--- src/rtl/power_sequencer.sv ---
`default_nettype none
// ============================================================================
//  Module   : power_sequencer
//  Purpose  : Power-up/power-down sequencer for the bubble-memory emulator.
//             Synchronises power_good and holds READY low for a settle time.
//             It then captures the boot image number from the DIP switches
//             and releases the bubble interface. On a power drop it returns
//             to not-ready and re-runs the full sequence on repower.
//  Revision : 1.0  initial release
// ============================================================================
module power_sequencer #(
  parameter int SYNC_STAGES      = 3,
  parameter int NOT_READY_CYCLES = 1024,
  parameter int LATCH_CYCLES     = 1024,
  parameter int IMAGE_BITS       = 3,
  parameter bit LATCH_ONCE       = 1'b0,
  parameter int FAIL_CNT_BITS    = 8
) (
  input  logic                     master_clock,
  input  logic                     reset_n,
  input  logic                     power_good,
  input  logic [IMAGE_BITS-1:0]    image_dip_switch,
  output logic                     temperature_low,
  output logic                     bubble_module_enable,
  output logic [IMAGE_BITS-1:0]    image_number,
  output logic                     image_valid,
  output logic [FAIL_CNT_BITS-1:0] power_fail_count,
  output logic [1:0]               seq_state
);

  // One counter serves both timed phases, so it is sized for the longer one.
  localparam int MAX_CYCLES = (NOT_READY_CYCLES > LATCH_CYCLES) ? NOT_READY_CYCLES : LATCH_CYCLES;
  localparam int CNT_W      = (MAX_CYCLES > 1) ? $clog2(MAX_CYCLES) : 1;

  localparam logic [CNT_W-1:0]         WAIT_LAST  = CNT_W'(NOT_READY_CYCLES - 1);
  localparam logic [CNT_W-1:0]         LATCH_LAST = CNT_W'(LATCH_CYCLES - 1);
  localparam logic [CNT_W-1:0]         CNT_ONE    = CNT_W'(1);
  localparam logic [FAIL_CNT_BITS-1:0] FAIL_ONE   = FAIL_CNT_BITS'(1);
  localparam logic [FAIL_CNT_BITS-1:0] FAIL_MAX   = {FAIL_CNT_BITS{1'b1}};

  typedef enum logic [1:0] {
    ST_OFF   = 2'd0,
    ST_WAIT  = 2'd1,
    ST_LATCH = 2'd2,
    ST_RUN   = 2'd3
  } state_t;

  // Registered state
  logic [SYNC_STAGES-1:0]   pg_sync_q,  pg_sync_d;
  logic [IMAGE_BITS-1:0]    dip_meta_q, dip_meta_d;
  logic [IMAGE_BITS-1:0]    dip_s_q,    dip_s_d;
  state_t                   state_q,    state_d;
  logic [CNT_W-1:0]         cnt_q,      cnt_d;
  logic [IMAGE_BITS-1:0]    image_q,    image_d;
  logic                     valid_q,    valid_d;
  logic [FAIL_CNT_BITS-1:0] fail_q,     fail_d;
  logic                     ready_q,    ready_d;
  logic                     enable_n_q, enable_n_d;

  logic power_ok;
  logic capture_en;

  assign power_ok = pg_sync_q[SYNC_STAGES-1];

  // In capture-once mode the first successful capture is kept until reset.
  assign capture_en = !LATCH_ONCE || !valid_q;

  // Next-state logic for the synchronisers, sequencer and its registered outputs.
  always_comb begin
    pg_sync_d  = {pg_sync_q[SYNC_STAGES-2:0], power_good};
    dip_meta_d = image_dip_switch;
    dip_s_d    = dip_meta_q;

    state_d = state_q;
    cnt_d   = cnt_q;
    image_d = image_q;
    valid_d = valid_q;
    fail_d  = fail_q;

    case (state_q)
      ST_OFF: begin
        if (power_ok) begin
          state_d = ST_WAIT;
          cnt_d   = '0;
        end
      end
      ST_WAIT: begin
        if (!power_ok) begin
          state_d = ST_OFF;
        end else if (cnt_q == WAIT_LAST) begin
          state_d = ST_LATCH;
          cnt_d   = '0;
        end else begin
          cnt_d = cnt_q + CNT_ONE;
        end
      end
      ST_LATCH: begin
        if (!power_ok) begin
          state_d = ST_OFF;
        end else if (cnt_q == LATCH_LAST) begin
          state_d = ST_RUN;
          // Switches are active-low, so the image number is the inverse.
          if (capture_en) begin
            image_d = ~dip_s_q;
            valid_d = 1'b1;
          end
        end else begin
          cnt_d = cnt_q + CNT_ONE;
        end
      end
      ST_RUN: begin
        if (!power_ok) begin
          state_d = ST_OFF;
          if (fail_q != FAIL_MAX) begin
            fail_d = fail_q + FAIL_ONE;
          end
        end
      end
      default: begin
        state_d = ST_OFF;
      end
    endcase

    // Capture-every-boot mode forgets the image whenever power is lost.
    if (!LATCH_ONCE && (state_d == ST_OFF) && (state_q != ST_OFF)) begin
      valid_d = 1'b0;
    end

    // Host handshakes follow the next state so they change on the same edge.
    ready_d    = (state_d == ST_RUN);
    enable_n_d = (state_d != ST_RUN);
  end

  // All flops, cleared asynchronously to the safe not-ready condition.
  always_ff @(posedge master_clock or negedge reset_n) begin
    if (!reset_n) begin
      pg_sync_q  <= '0;
      dip_meta_q <= '0;
      dip_s_q    <= '0;
      state_q    <= ST_OFF;
      cnt_q      <= '0;
      image_q    <= '0;
      valid_q    <= 1'b0;
      fail_q     <= '0;
      ready_q    <= 1'b0;
      enable_n_q <= 1'b1;
    end else begin
      pg_sync_q  <= pg_sync_d;
      dip_meta_q <= dip_meta_d;
      dip_s_q    <= dip_s_d;
      state_q    <= state_d;
      cnt_q      <= cnt_d;
      image_q    <= image_d;
      valid_q    <= valid_d;
      fail_q     <= fail_d;
      ready_q    <= ready_d;
      enable_n_q <= enable_n_d;
    end
  end

  assign temperature_low      = ready_q;
  assign bubble_module_enable = enable_n_q;
  assign image_number         = image_q;
  assign image_valid          = valid_q;
  assign power_fail_count     = fail_q;
  assign seq_state            = state_q;

endmodule
`default_nettype wire

--- config.mk ---
export PLATFORM = sky130hd
export DESIGN_NAME = power_sequencer
export DESIGN_NICKNAME = d
export VERILOG_FILES = /design/src/rtl/power_sequencer.sv
export SDC_FILE = /design/constraint.sdc
export NUM_CORES = 1
export LEC_CHECK = 0
export BUFFER_PORTS_ARGS = -buffer_cell sky130_fd_sc_hd__buf_2
export CAP_MARGIN = 20
export CORE_MARGIN = 1.5
export CORE_UTILIZATION = 40
export DETAILED_ROUTE_END_ITERATION = 8
export SLEW_MARGIN = 20
export SYNTH_ARGS = -nofsm -noshare
export SYNTH_HDL_FRONTEND = slang
export SYNTH_SLANG_ARGS = --single-unit
--- constraint.sdc ---
create_clock -name master_clock -period 3.7 [get_ports master_clock]
set_clock_uncertainty 0.2 [all_clocks]
set_input_delay 0.185 -clock master_clock [delete_from_list [all_inputs] [get_ports master_clock]]
set_output_delay 0.185 -clock master_clock [all_outputs]
set_load 0.01 [all_outputs]
==> results of run 1 <==
==> registers in the layout, indices dropped and copies added, names as in the netlist <==
signal	cells
bubble_module_enable	1
cnt_q	10
dip_meta_q	3
dip_s_q	3
image_number	3
image_valid	1
pg_sync_q	3
power_fail_count	8
seq_state	2
temperature_low	1
==> area by class of cell <==
type                            instances  area, sq um  share of cell area, %
Clock buffer                            5         68.8                   3.55
Multi-Input combinational cell         98          708                   36.5
Tap cell                               50         62.6                   3.23
Inverter                                9         33.8                   1.74
Sequential cell                        35          877                   45.3
Clock inverter                          3         25.0                   1.29
Timing Repair Buffer                   27          163                   8.39
==> worst max-delay path: cells and delay by family, from the launching register on <==
| family | cells | cell delay, ns |
|---|---|---|
| fa+ha+maj | 1 | 0.30 |
| compound gates | 4 | 0.98 |
| buf+inv | 1 | 0.12 |
| flops | 1 | 0.49 |
==> path summary, 6_finish.rpt <==
check	start	to	slack [ns]	depth (start not counted)
max in group asynchronous	reset_n	power_fail_count[0]	2.49	2
worst max register to register	seq_state[0]	cnt_q[8]	1.46	6
worst min register to register	pg_sync_q[1]	pg_sync_q[2]	0.15	0
min in group asynchronous	reset_n	image_valid	0.30	2
worst max-delay path	seq_state[0]	cnt_q[8]	1.46	6
worst min-delay path	pg_sync_q[1]	pg_sync_q[2]	0.15	0
==> kinds of logic after synthesis <==
kind of cell	Yosys count
mux	6
compound gates	33
xor+xnor	7
simple gates	46
flops	35
buf+inv	14
fa+ha+maj	6
==> stage by stage <==
step | setup slack [ns] | instance area (sq um)
after detailed placement | 1.51 | 1790
final | 1.46 | 1940
after global routing | 1.33 | 1940
after CTS | 1.49 | 1940
after global placement | 1.56 | 1790
after floorplan | 1.57 | 1660
==> metal layers <==
layer / global-route usage (%) / part of all wire, % / routed length (um) / vias up
li1: - / - / - / 602
met1: 21.1 / 47 / 1480 / 626
met2: 25.6 / 47 / 1480 / 27
met3: 5.00 / 4.1 / 128 / 5
met4: 6.12 / 1.5 / 46 / 0
met5: 0 / 0 / 0 / -
==> power by group through the flow <==
stage | clock [mW] | sequential [mW] | combinational (mW)
final | 0.281 | 0.432 | 0.182
after global routing | 0.315 | 0.436 | 0.209
after CTS | 0.291 | 0.431 | 0.183
after detailed placement | 0 | 0.439 | 0.178
after global placement | 0 | 0.436 | 0.175
after floorplan | 0 | 0.435 | 0.132
==> cells in the mapped netlist <==
cell type	n	share of area, %
sky130_fd_sc_hd__nand3_1	7	2.1
sky130_fd_sc_hd__a31oi_1	2	0.75
sky130_fd_sc_hd__mux2i_1	5	3.0
sky130_fd_sc_hd__nand2_1	8	1.8
sky130_fd_sc_hd__a41oi_1	2	1.1
sky130_fd_sc_hd__a311o_1	1	0.60
sky130_fd_sc_hd__nor2_1	5	1.1
sky130_fd_sc_hd__ha_1	6	4.5
sky130_fd_sc_hd__buf_6	3	2.0
sky130_fd_sc_hd__o41ai_1	2	1.1
sky130_fd_sc_hd__o2bb2ai_1	5	2.6
sky130_fd_sc_hd__and2_1	3	1.1
sky130_fd_sc_hd__xnor2_1	6	3.2
sky130_fd_sc_hd__nand4_1	5	1.9
sky130_fd_sc_hd__or2_1	1	0.38
sky130_fd_sc_hd__inv_1	9	2.0
sky130_fd_sc_hd__mux2_2	1	0.68
sky130_fd_sc_hd__o21a_1	1	0.45
sky130_fd_sc_hd__or3_1	1	0.38
sky130_fd_sc_hd__and4_4	3	2.0
sky130_fd_sc_hd__clkbuf_1	1	0.23
sky130_fd_sc_hd__a31o_2	1	0.53
sky130_fd_sc_hd__and3_1	6	2.3
sky130_fd_sc_hd__dfrtp_1	34	51
sky130_fd_sc_hd__o31ai_1	7	3.2
sky130_fd_sc_hd__a21oi_1	4	1.2
sky130_fd_sc_hd__nand2b_1	1	0.38
sky130_fd_sc_hd__a221o_1	1	0.60
sky130_fd_sc_hd__o2111a_1	1	0.68
sky130_fd_sc_hd__nor3_1	4	1.2
sky130_fd_sc_hd__buf_2	1	0.30
sky130_fd_sc_hd__o21ai_0	5	1.5
sky130_fd_sc_hd__dfstp_2	1	1.6
sky130_fd_sc_hd__a41oi_2	1	0.98
sky130_fd_sc_hd__or2_2	1	0.38
sky130_fd_sc_hd__nand3b_1	1	0.45
sky130_fd_sc_hd__xor2_1	1	0.53
==> what timing repair did <==
action,in CTS,in global routing
hold buffers,5,0
endpoints found under the setup margin,0,0
endpoints found under the hold margin,38,0
==> metrics.md, run 1 <==
| Metric | Value |
|---|---|
| Mapped Nets | between 150 and 200 |
| Remaining Overflow, GRT | 0 |
| Starting density of the core | approximately 42% |
| Final worst-path cycle share | approximately 60% |
| Combinational family with the most area after synthesis | simple AND/OR/NAND/NOR gates |
| Port buffer count | 21 |
| Placed wire-length estimate after detailed placement | between 2 and 2.5 mm |
| Detail-routed net length per standard cell | approximately 14 um |
| Total Power Consumption | slightly below 900 uW |
| Part of the Yosys area used for sequential elements | 52.8% |
| Highest net fanout along the worst path | 8 |
| CTS clock-pin slew for the worst setup and hold paths | 0.08 ns |
| Critical Path Source Type | register |
| Clock network power share | 31.4% |
| Area Growth Syn to Fin | 16.6% |
| Req. time, crit path | 3.65 ns |
| Crit-path max cell delay | ~0.54 ns |
| Final setup TNS | 0 ns |
| Post-synthesis share of cell area spent on xor and xnor gates | around 3.7% |
| Endpoint class of the critical path | register |
| Placed cell count | about 210 |
| Final non-filler cell total | between 200 and 250 |
| Proportion of total power due to net switching | about 32% |
| Number of global-route vias before repair | around 1200 |
| Number of levels the H-tree was split into | 2 |
| Number of buffers added for setup after CTS | 0 |
| Die ar. | roughly 4500 sq um |
| Compound-Gate Fraction of Synth Area | 15.2% |
| First-pass GRT wire length | 5.46 mm |
| Int Pwr | around 600 uW |
| Number of nets in the layout | around 190 |
| Power per cell area | between 400 and 500 nW/um^2 |
| Core Area | ~4000 sq um |
| Clock latency at the later pin of the worst-skew pair | ~0.29 ns |
| Total count of hold-check failures in the final report | 0 |
| Weighted congestion reported at the end of routability-driven placement | 0.802 |
| Antenna cells | 0 |
| Actual transition at the worst max-transition pin | between 0.7 and 0.8 ns |
| Worst Setup Path Type | register to register |
| Cell-by-cell listing of the critical path | inv_1 -> ha_1 -> o21ai_0 -> a41oi_1 -> o31ai_1 -> o41ai_1 |
| Number of distinct library cells after synthesis | 37 |
| Max Transition Viols Final | 0 |
| Final critical path time including I/O delays and setup | between 2 and 2.5 ns |
| Seq pwr share | between 40% and 50% |
| Site row count | 23 |
| Average size of a mapped cell | around 11 sq um |
| Setup repair after global routing missed its margin | no |
| Final worst hold slack | around 0.15 ns |
| Routed wire length | 3.14 mm |
| Total of flip-flops plus latches after synthesis | 35 |
| Vias after detailed routing | about 1300 |
| Instance count of the mapped netlist | about 150 |
| Switching pwr | between 200 and 300 uW |
| TritonCTS Buffers | 5 |
| Worst path slowest cell | sky130_fd_sc_hd__o21ai_0 |
| Worst hold path type | register to register |
| Die height | roughly 67 um |
| Number of DRC violations after detailed-routing iteration 0 | roughly 150 |
| Clock buffer depth | 2 |
| DRC errors left | 0 |
| Normalized max-slew margin | between 40% and 50% |
| Number of vias per cell after detailed routing | between 5 and 6 |
| Maximum number of pins on one net before global-route repair | 36 |
| Share of power burned in combinational logic | a little over 20% |
| Share of synthesized cell area in full adder, half adder and majority cells | around 4.5% |
| Final setup violating endpoints | 0 |
| Max Cap Viol | 0 |
| Simple-gate share of the synthesized area | roughly 16% |
| Fraction of the core area covered by cells at the end of the flow | approximately half |
| Most frequent standard cell in the layout excluding fill and tap cells | sky130_fd_sc_hd__dfrtp_1 |
| Worst IR drop on VDD | 0.269 mV |
| Static power due to leakage | around 0.93 nW |
| Die W | 67.5 um |
| Total clock sinks | 35 |
| Number of search-and-repair iterations in the first detailed-routing pass | 4 |
| Fmax | 447 MHz |
| Most used cells in the layout excluding fill and tap cells | sky130_fd_sc_hd__dfrtp_1, sky130_fd_sc_hd__buf_2, sky130_fd_sc_hd__inv_1 |
| Root cell of the clock tree | sky130_fd_sc_hd__clkbuf_8 |
| Antenna violation net count after detailed routing | 0 |
| Number of inserted filler cells in the final layout | 375 |
| Number of primary I/O pins | 22 |
| Multiplexer area fraction after synthesis | ~3.7% |
| Ys Warns | 0 |
| Post-synth design cell area | roughly 1700 sq um |
| TritonCTS clock tree | done |
| Share of cells above drive strength 1 | ~21% |
| Antenna violations before repair | 0 |
| Status | finished clean |
| Data arrival time of the critical path | 2.19 ns |
| CTS resizes | 0 |
| GR Util All Layers | ~16% |
(Power assumes the default switching activity.)
==> run 2, diff against run 1 <==
Clock period 3.7 ns to 1.9 ns, I/O delays scaled along.
==> run 2 against run 1 <==
  * Combinational power rose to 3.4 times the previous value
  * Critical endpoint is now temperature_low
  * The run now ends with setup timing left
  * Die area is the same
  * Power increased by 140%
==> metrics.md, run 2 (synthesis gave the netlist of run 1 again) <==
| Metric | Value |
|---|---|
| Final setup violating endpoints | 3 (+3) |
| Routing usage on met2 | 28.7% (+3.1 points) |
| Most used cells in the layout excluding fill and tap cells | sky130_fd_sc_hd__dfrtp_1, sky130_fd_sc_hd__buf_4, sky130_fd_sc_hd__buf_2 |
| Worst Setup Path Type | register to register |
| Final setup TNS | -0.0380 ns (-0.0380 ns) |
| Number of DRC violations after detailed-routing iteration 0 | 97 (-37%) |
| Clock buffer depth | 2 (unchanged) |
| Starting density of the core | 41.5% (unchanged) |
| Die ar. | 4550 sq um (unchanged) |
| Reg2reg start | seq_state[1] |
| TritonCTS clock tree | done |
| Die W | 67.5 um (unchanged) |
| Share of cells above drive strength 1 | 36.2% (+15 points) |
| Number of levels the H-tree was split into | 2 (unchanged) |
| Power per cell area | 976 nW/um^2 (+110%) |
| Most frequent standard cell in the layout excluding fill and tap cells | sky130_fd_sc_hd__dfrtp_1 |
| Fmax | 522 MHz (+17%) |
| Maximum number of pins on one net before global-route repair | 24 (-33%) |
| Max Cap Viol | 0 (unchanged) |
| Critical Path Source Type | register |
| Antenna cells | 0 (unchanged) |
| Highest net fanout along the worst path | 5 (-3) |
| Total clock sinks | 35 (unchanged) |
| GR Util All Layers | 18.1% (+1.8 points) |
| Port buffer count | 21 (unchanged) |
| Number of search-and-repair iterations in the first detailed-routing pass | 5 (+1) |
| Largest register by flop count | cnt_q |
| Launch point of the critical path | seq_state[1] |
| Worst Setup Slack, final | -0.0158 ns (-1.48 ns) |
| Met1 track utilization from global routing | 22.3% (+1.2 points) |
| Worst IR drop on VDD | 0.657 mV (+140%) |
| Area Growth Syn to Fin | 31.9% |
| First-pass GRT wire length | 5.95 mm (+9.1%) |
| Final worst-path cycle share | 101% (+40 points) |
| Worst hold path type | primary input to async pin |
| Max Transition Viols Final | 0 (unchanged) |
| Static power due to leakage | 1.05 nW (+13%) |
| TritonCTS Buffers | 5 (unchanged) |
| Setup repair after global routing missed its margin | yes |
| Vias after detailed routing | 1325 (+5.2%) |
| Core Area | 4000 sq um (unchanged) |
| Number of global-route vias before repair | 1350 (+16%) |
| Endpoint class of the critical path | register |
| Actual transition at the worst max-transition pin | 0.514 ns (-0.261 ns) |
| DRC errors left | 0 (unchanged) |
| Status | finished, violations left |
| Global routing usage on met3 | 5.00% (unchanged) |
| Failing checks | setup timing |
| Final non-filler cell total | 249 (+9.7%) |
| Data arrival time of the critical path | 1.92 ns (-0.27 ns) |
| Final critical path time including I/O delays and setup | 1.92 ns (-0.321 ns) |
| Number of vias per cell after detailed routing | 5.32 (-4.1%) |
| Number of primary I/O pins | 22 (unchanged) |
| Antenna violations before repair | 0 (unchanged) |
| Max FFs per register | 10 (unchanged) |
| Remaining Overflow, GRT | 0 (unchanged) |
| Site row count | 23 (unchanged) |
| Routed wire length | 3.56 mm (+13%) |
| Placed cell count | 233 (+8.9%) |
| CTS clock-pin slew for the worst setup and hold paths | 0.08 ns (about the same) |
| Weighted congestion reported at the end of routability-driven placement | 0.871 (+8.6%) |
| Number of nets in the layout | 210 (+12%) |
| Clock latency at the later pin of the worst-skew pair | 0.29 ns (about the same) |
| Die height | 67.5 um (unchanged) |
| GRT busiest layer | met2 |
| Antenna violation net count after detailed routing | 0 (unchanged) |
| Placed wire-length estimate after detailed placement | 2.55 mm (+15%) |
| Root cell of the clock tree | sky130_fd_sc_hd__clkbuf_8 |
| Total count of hold-check failures in the final report | 0 (unchanged) |
| Req. time, crit path | 1.90 ns (-1.75 ns) |
| Normalized max-slew margin | 65.7% (+17 points) |
| Detail-routed net length per standard cell | 14.3 um (+3.3%) |
-- run 2: changes by cell type in the layout (fill, tap and decap cells not counted), sizes merged --
cell      change
bufinv        +1
clkinv        -1
buf          +22
clkinvlp      -1
inv           +1
-- run 2: metrics by stage --
step | worst slack (ns) | hold slack, ns | cell area, sq um | util [%] | total power, mW
2_1_floorplan | -0.0914 | -0.401 | 1680 | - | 1.12
3_3_place_gp | -0.00168 | -0.110 | 1950 | 48.9 | 1.35
3_5_place_dp | -0.0459 | -0.0966 | 1950 | 48.9 | 1.36
4_1_cts | 0.00149 | 0.122 | 2160 | 53.9 | 2.12
5_1_grt | -0.0437 | 0.160 | 2190 | 54.8 | 2.26
6_report | -0.0158 | 0.111 | 2190 | 54.8 | 2.14
-- run 2: power breakdown --
group / internal [mW] / leakage (nW) / switching [mW] / total (mW)
registers: 0.790 / 0.459 / 0.0298 / 0.820
logic: 0.299 / 0.531 / 0.329 / 0.627
clock network: 0.397 / 0.0587 / 0.294 / 0.691
total: 1.49 / 1.05 / 0.652 / 2.14
-- run 2: worst paths after layout --
kind | to | slack (ns) | cells past startpoint
worst max-delay path | temperature_low | -0.02 | 6
worst min-delay path | temperature_low | 0.11 | 2
worst max register to register | temperature_low | -0.02 | 6
worst min register to register | dip_s_q[1] | 0.15 | 0
max in group asynchronous | pg_sync_q[1] | 0.83 | 3
min in group master_clock | dip_s_q[1] | 0.15 | 0
-- run 2: layout make-up --
type / count / area (sq um)
fillers: 352 / 1810
flip-flops and latches: 35 / 880
multi-input cells: 98 / 767
repair buffers: 49 / 332
clock buffers: 5 / 68.8
well taps: 50 / 62.6
clock inverters: 3 / 47.5
inverters: 9 / 33.8
-- run 2: critical path, stage by stage, from the launching register on --
cell and delay [ns]:
sky130_fd_sc_hd__dfrtp_2 0.41, sky130_fd_sc_hd__inv_1 0.15, sky130_fd_sc_hd__ha_4 0.18, sky130_fd_sc_hd__o31ai_1 0.09, sky130_fd_sc_hd__o21a_1 0.20, sky130_fd_sc_hd__or3_1 0.39
sky130_fd_sc_hd__a31oi_1 0.20
-- run 2: what timing repair did --
item,CTS,global route
pin swaps,0,2
endpoints found under the hold margin,26,0
buffers inserted,1,2
gates resized for setup,9,4
hold buffers,5,0
gates cloned,0,0
endpoints found under the setup margin,10,15
-- run 2: metal layers --
| metal | share of wire [%] | vias up | wire length (um) |
|---|---|---|---|
| li1 | - | 645 | - |
| met1 | 44 | 630 | 1570 |
| met2 | 48 | 40 | 1700 |
| met3 | 5.3 | 10 | 190 |
| met4 | 2.6 | 0 | 94 |
| met5 | 0 | - | 0 |
==> run 3, diff against run 2 <==
Settings changed: ABC_AREA from default to 1, GPL_ROUTABILITY_DRIVEN from default to 0.
==> run 3 against run 2 <==
  * The flow now finishes without violations
  * Register-to-register slack improved by 0.15 ns
  * Flip-flop and latch count unchanged
  * Final cell count increased by 26%
  * First-iteration DRC count increased by 1.0%
  * Highest routed layer unchanged
==> metrics.md, run 3 <==
| Metric | Value |
|---|---|
| Buffer and inverter count on the worst path | 3 (+2) |
| Number of global-route vias before repair | 1393 (+3.2%) |
| Final worst hold slack | 0.149 ns (+0.0377 ns) |
| Maximum number of pins on one net before global-route repair | 36 (+50%) |
| Req. time, crit path | 1.89 ns (about the same) |
| Status | finished clean |
| Share of power burned in combinational logic | 26.4% (-2.9 points) |
| Root cell of the clock tree | sky130_fd_sc_hd__clkbuf_8 |
| Most used cells in the layout excluding fill and tap cells | sky130_fd_sc_hd__nand2_1, sky130_fd_sc_hd__dfrtp_1, sky130_fd_sc_hd__inv_1 |
| Worst path top cell family by delay | flip-flops |
| Seq pwr share | 40.5% (+2.2 points) |
| Remaining Overflow, GRT | 0 (unchanged) |
| Most instantiated library cell after synthesis | sky130_fd_sc_hd__nand2_1 |
| Worst path slowest cell | sky130_fd_sc_hd__dfrtp_1 |
| Instance count on the critical path | 9 (+3) |
| Number of search-and-repair iterations in the first detailed-routing pass | 4 (-1) |
| Antenna violations before repair | 0 (unchanged) |
| Int Pwr | 1.38 mW (-7.3%) |
| Reg2reg start | seq_state[0] |
| Detail-routed net length per standard cell | 11.5 um (-20%) |
| Cell types with the largest area share after synthesis | sky130_fd_sc_hd__dfrtp_1, sky130_fd_sc_hd__nand2_1, sky130_fd_sc_hd__inv_1 |
| Power per cell area | 898 nW/um^2 (-8.0%) |
| Most frequent standard cell in the layout excluding fill and tap cells | sky130_fd_sc_hd__nand2_1 |
| Placed wire-length estimate after detailed placement | 2.53 mm (-0.66%) |
| Static power due to leakage | 1.17 nW (+12%) |
| Routed wire length | 3.60 mm (+1.4%) |
| Instance count of the mapped netlist | 218 (+48%) |
| Part of the Yosys area used for sequential elements | 48.3% (-4.5 points) |
| Endpoint class of the critical path | register |
| TritonCTS Buffers | 5 (unchanged) |
| Final setup TNS | 0 ns (+0.0380 ns) |
| Switching pwr | 624 uW (-4.4%) |
| Worst IR drop on VDD | 0.452 mV (-31%) |
| DRC errors left | 0 (unchanged) |
| Total Power Consumption | 2.00 mW (-6.4%) |
| Launch point of the critical path | seq_state[0] |
| Reg2Reg Depth | 9 (+3) |
| Max Cap Viol | 0 (unchanged) |
| Antenna violation net count after detailed routing | 0 (unchanged) |
| Total of flip-flops plus latches after synthesis | 35 (unchanged) |
| Largest register by flop count | cnt_q |
| Ys Warns | 0 (unchanged) |
| First-pass GRT wire length | 6.22 mm (+4.5%) |
| Max FFs per register | 10 (unchanged) |
| Number of enable-type register cells in the synthesized netlist | 0 (unchanged) |
| Port buffer count | 21 (unchanged) |
| Site row count | 24 (+4.3%) |
| Critical Path Source Type | register |
| Die height | 70.4 um (+4.4%) |
| Max Transition Viols Final | 0 (unchanged) |
| Final setup violating endpoints | 0 (-3) |
| Die W | 70.4 um (+4.4%) |
| Worst Setup Path Type | register to register |
| GR Util All Layers | 15.9% (-2.3 points) |
| Total count of hold-check failures in the final report | 0 (unchanged) |
| Normalized max-slew margin | 71.1% (+5.4 points) |
| Cell-by-cell listing of the critical path | inv_1 -> ha_1 -> nor2_2 -> a21oi_2 -> nand2_4 -> inv_4 -> nand2_1 -> nand2_1 -> inv_1 |
| Total clock sinks | 35 (unchanged) |
| Clock buffer depth | 2 (unchanged) |
| Most frequently used flop master after synthesis | sky130_fd_sc_hd__dfrtp_1 |
| Data arrival time of the critical path | 1.76 ns (-0.16 ns) |
| Highest net fanout along the worst path | 15 (+10) |
| Final critical path time including I/O delays and setup | 1.77 ns (-0.145 ns) |
| Clock latency at the later pin of the worst-skew pair | 0.29 ns (about the same) |
| TritonCTS clock tree | done |
| Setup slack of the worst register-to-register path | 0.13 ns (+0.15 ns) |
| Number of DRC violations after detailed-routing iteration 0 | 98 (+1.0%) |
| Fmax | 565 MHz (+8.2%) |
| Worst hold path type | primary input to async pin |
| Crit-path max cell delay | 0.41 ns (about the same) |
| Starting density of the core | 41.7% (+0.19 points) |
| Number of primary I/O pins | 22 (unchanged) |
| CTS clock-pin slew for the worst setup and hold paths | 0.08 ns (about the same) |
| Antenna cells | 0 (unchanged) |
| Number of distinct library cells after synthesis | 27 (-27%) |
| Number of nets in the layout | 274 (+30%) |
| Share of cells above drive strength 1 | 22.1% (-14 points) |
| Number of levels the H-tree was split into | 2 (unchanged) |
| Cell type with the largest total area after synthesis | sky130_fd_sc_hd__dfrtp_1 |
| Area Growth Syn to Fin | 22.7% |
| Clock network power share | 33.1% (+0.8 points) |
| Vias after detailed routing | 1479 (+12%) |
| Proportion of total power due to net switching | 31.2% (+0.66 points) |
| Async set or reset register ratio after synthesis | 100% (unchanged) |
| Number of vias per cell after detailed routing | 4.71 (-11%) |
| Final worst-path cycle share | 93.2% (-7.7 points) |
| Core Area | 4350 sq um (+8.9%) |
| Commonest cells post-synth | sky130_fd_sc_hd__nand2_1, sky130_fd_sc_hd__dfrtp_1, sky130_fd_sc_hd__inv_1, sky130_fd_sc_hd__nor2_1 |
| Mapped Nets | 230 (+45%) |
| Crit Reg-Reg Endpoint | cnt_q[9] |
| Top-area cell type share of the netlist area | 46.8% (-4.4 points) |
| Average size of a mapped cell | 8.33 sq um (-26%) |
| Post-synth design cell area | 1820 sq um (+9.3%) |
| Actual transition at the worst max-transition pin | 0.433 ns (-0.0805 ns) |
| Fraction of the core area covered by cells at the end of the flow | 51.2% (-3.6 points) |
| Setup repair after global routing missed its margin | no |
| Die ar. | 4960 sq um (+8.9%) |
[run 3: cell families (layout without fill, tap and decap cells)]
| family | after synthesis | count (layout) | share of synthesized area (%) |
|---|---|---|---|
| xor gates and xnor gates | 7 | 7 | 3.37 |
| AOI/OAI and AO/OA | 24 | 24 | 7.99 |
| DFF | 35 | 35 | 48.3 |
| adders and majority gates | 6 | 6 | 4.13 |
| buffers and inverters | 33 | 77 | 7.44 |
| and+or+nand+nor | 113 | 113 | 28.8 |
[run 3: power groups by stage]
stage               sequential (mW)  clock, mW  combinational (mW)
floorplan                     0.839          0               0.302
global placement              0.825          0               0.500
detailed placement            0.825          0               0.503
CTS                           0.810      0.686               0.515
global route                  0.815      0.708               0.595
finish                        0.811      0.662               0.528
[run 3: per-stage QoR]
| step | instances | setup WS (ns) | area [sq um] |
|---|---|---|---|
| global route | 314 | 0.00355 | 2230 |
| finish | 314 | 0.130 | 2230 |
| floorplan | 218 | 0.0302 | 1820 |
| global placement | 301 | 0.155 | 2050 |
| CTS | 313 | 0.0741 | 2210 |
| detailed placement | 301 | 0.0967 | 2050 |
[run 3: how the worst max path moves through the flow]
stage                                 to  slack, ns
floorplan                       cnt_q[7]       0.03
global placement    bubble_module_enable       0.15
detailed placement              cnt_q[9]        0.1
CTS                             cnt_q[9]       0.07
global route         power_fail_count[6]      0.004
finish                          cnt_q[9]       0.13
[run 3: tightest hold or removal path, cell delays in order]
cell,delay [ns]
sky130_fd_sc_hd__dlygate4sd3_1,0.52
sky130_fd_sc_hd__buf_2,0.09
sky130_fd_sc_hd__buf_4,0.37
[run 3: repair_timing]
action | in CTS | in global routing
setup endpoints to repair | 0 | 8
gates resized for setup | 0 | 5
hold buffers | 5 | 0
endpoints found under the hold margin | 39 | 0
setup buffers | 0 | 1
[run 3: final cells by class]
class                      count  area (sq um)
fill                         424          2130
sequential                    35           877
multi-input combinational    150           812
timing repair buffer          38           245
inverter                      32           123
clock buffer                   5          68.8
tap                           52          65.1
clock inverter                 2          37.5
[run 3: routing by layer]
metal  track usage, %  wire (um)  vias up
met2             24.8       1600       20
met1             20.6       1810      672
met5                0          0        -
met4             7.69         74        0
li1                 -          -      779
met3             3.61        113        8
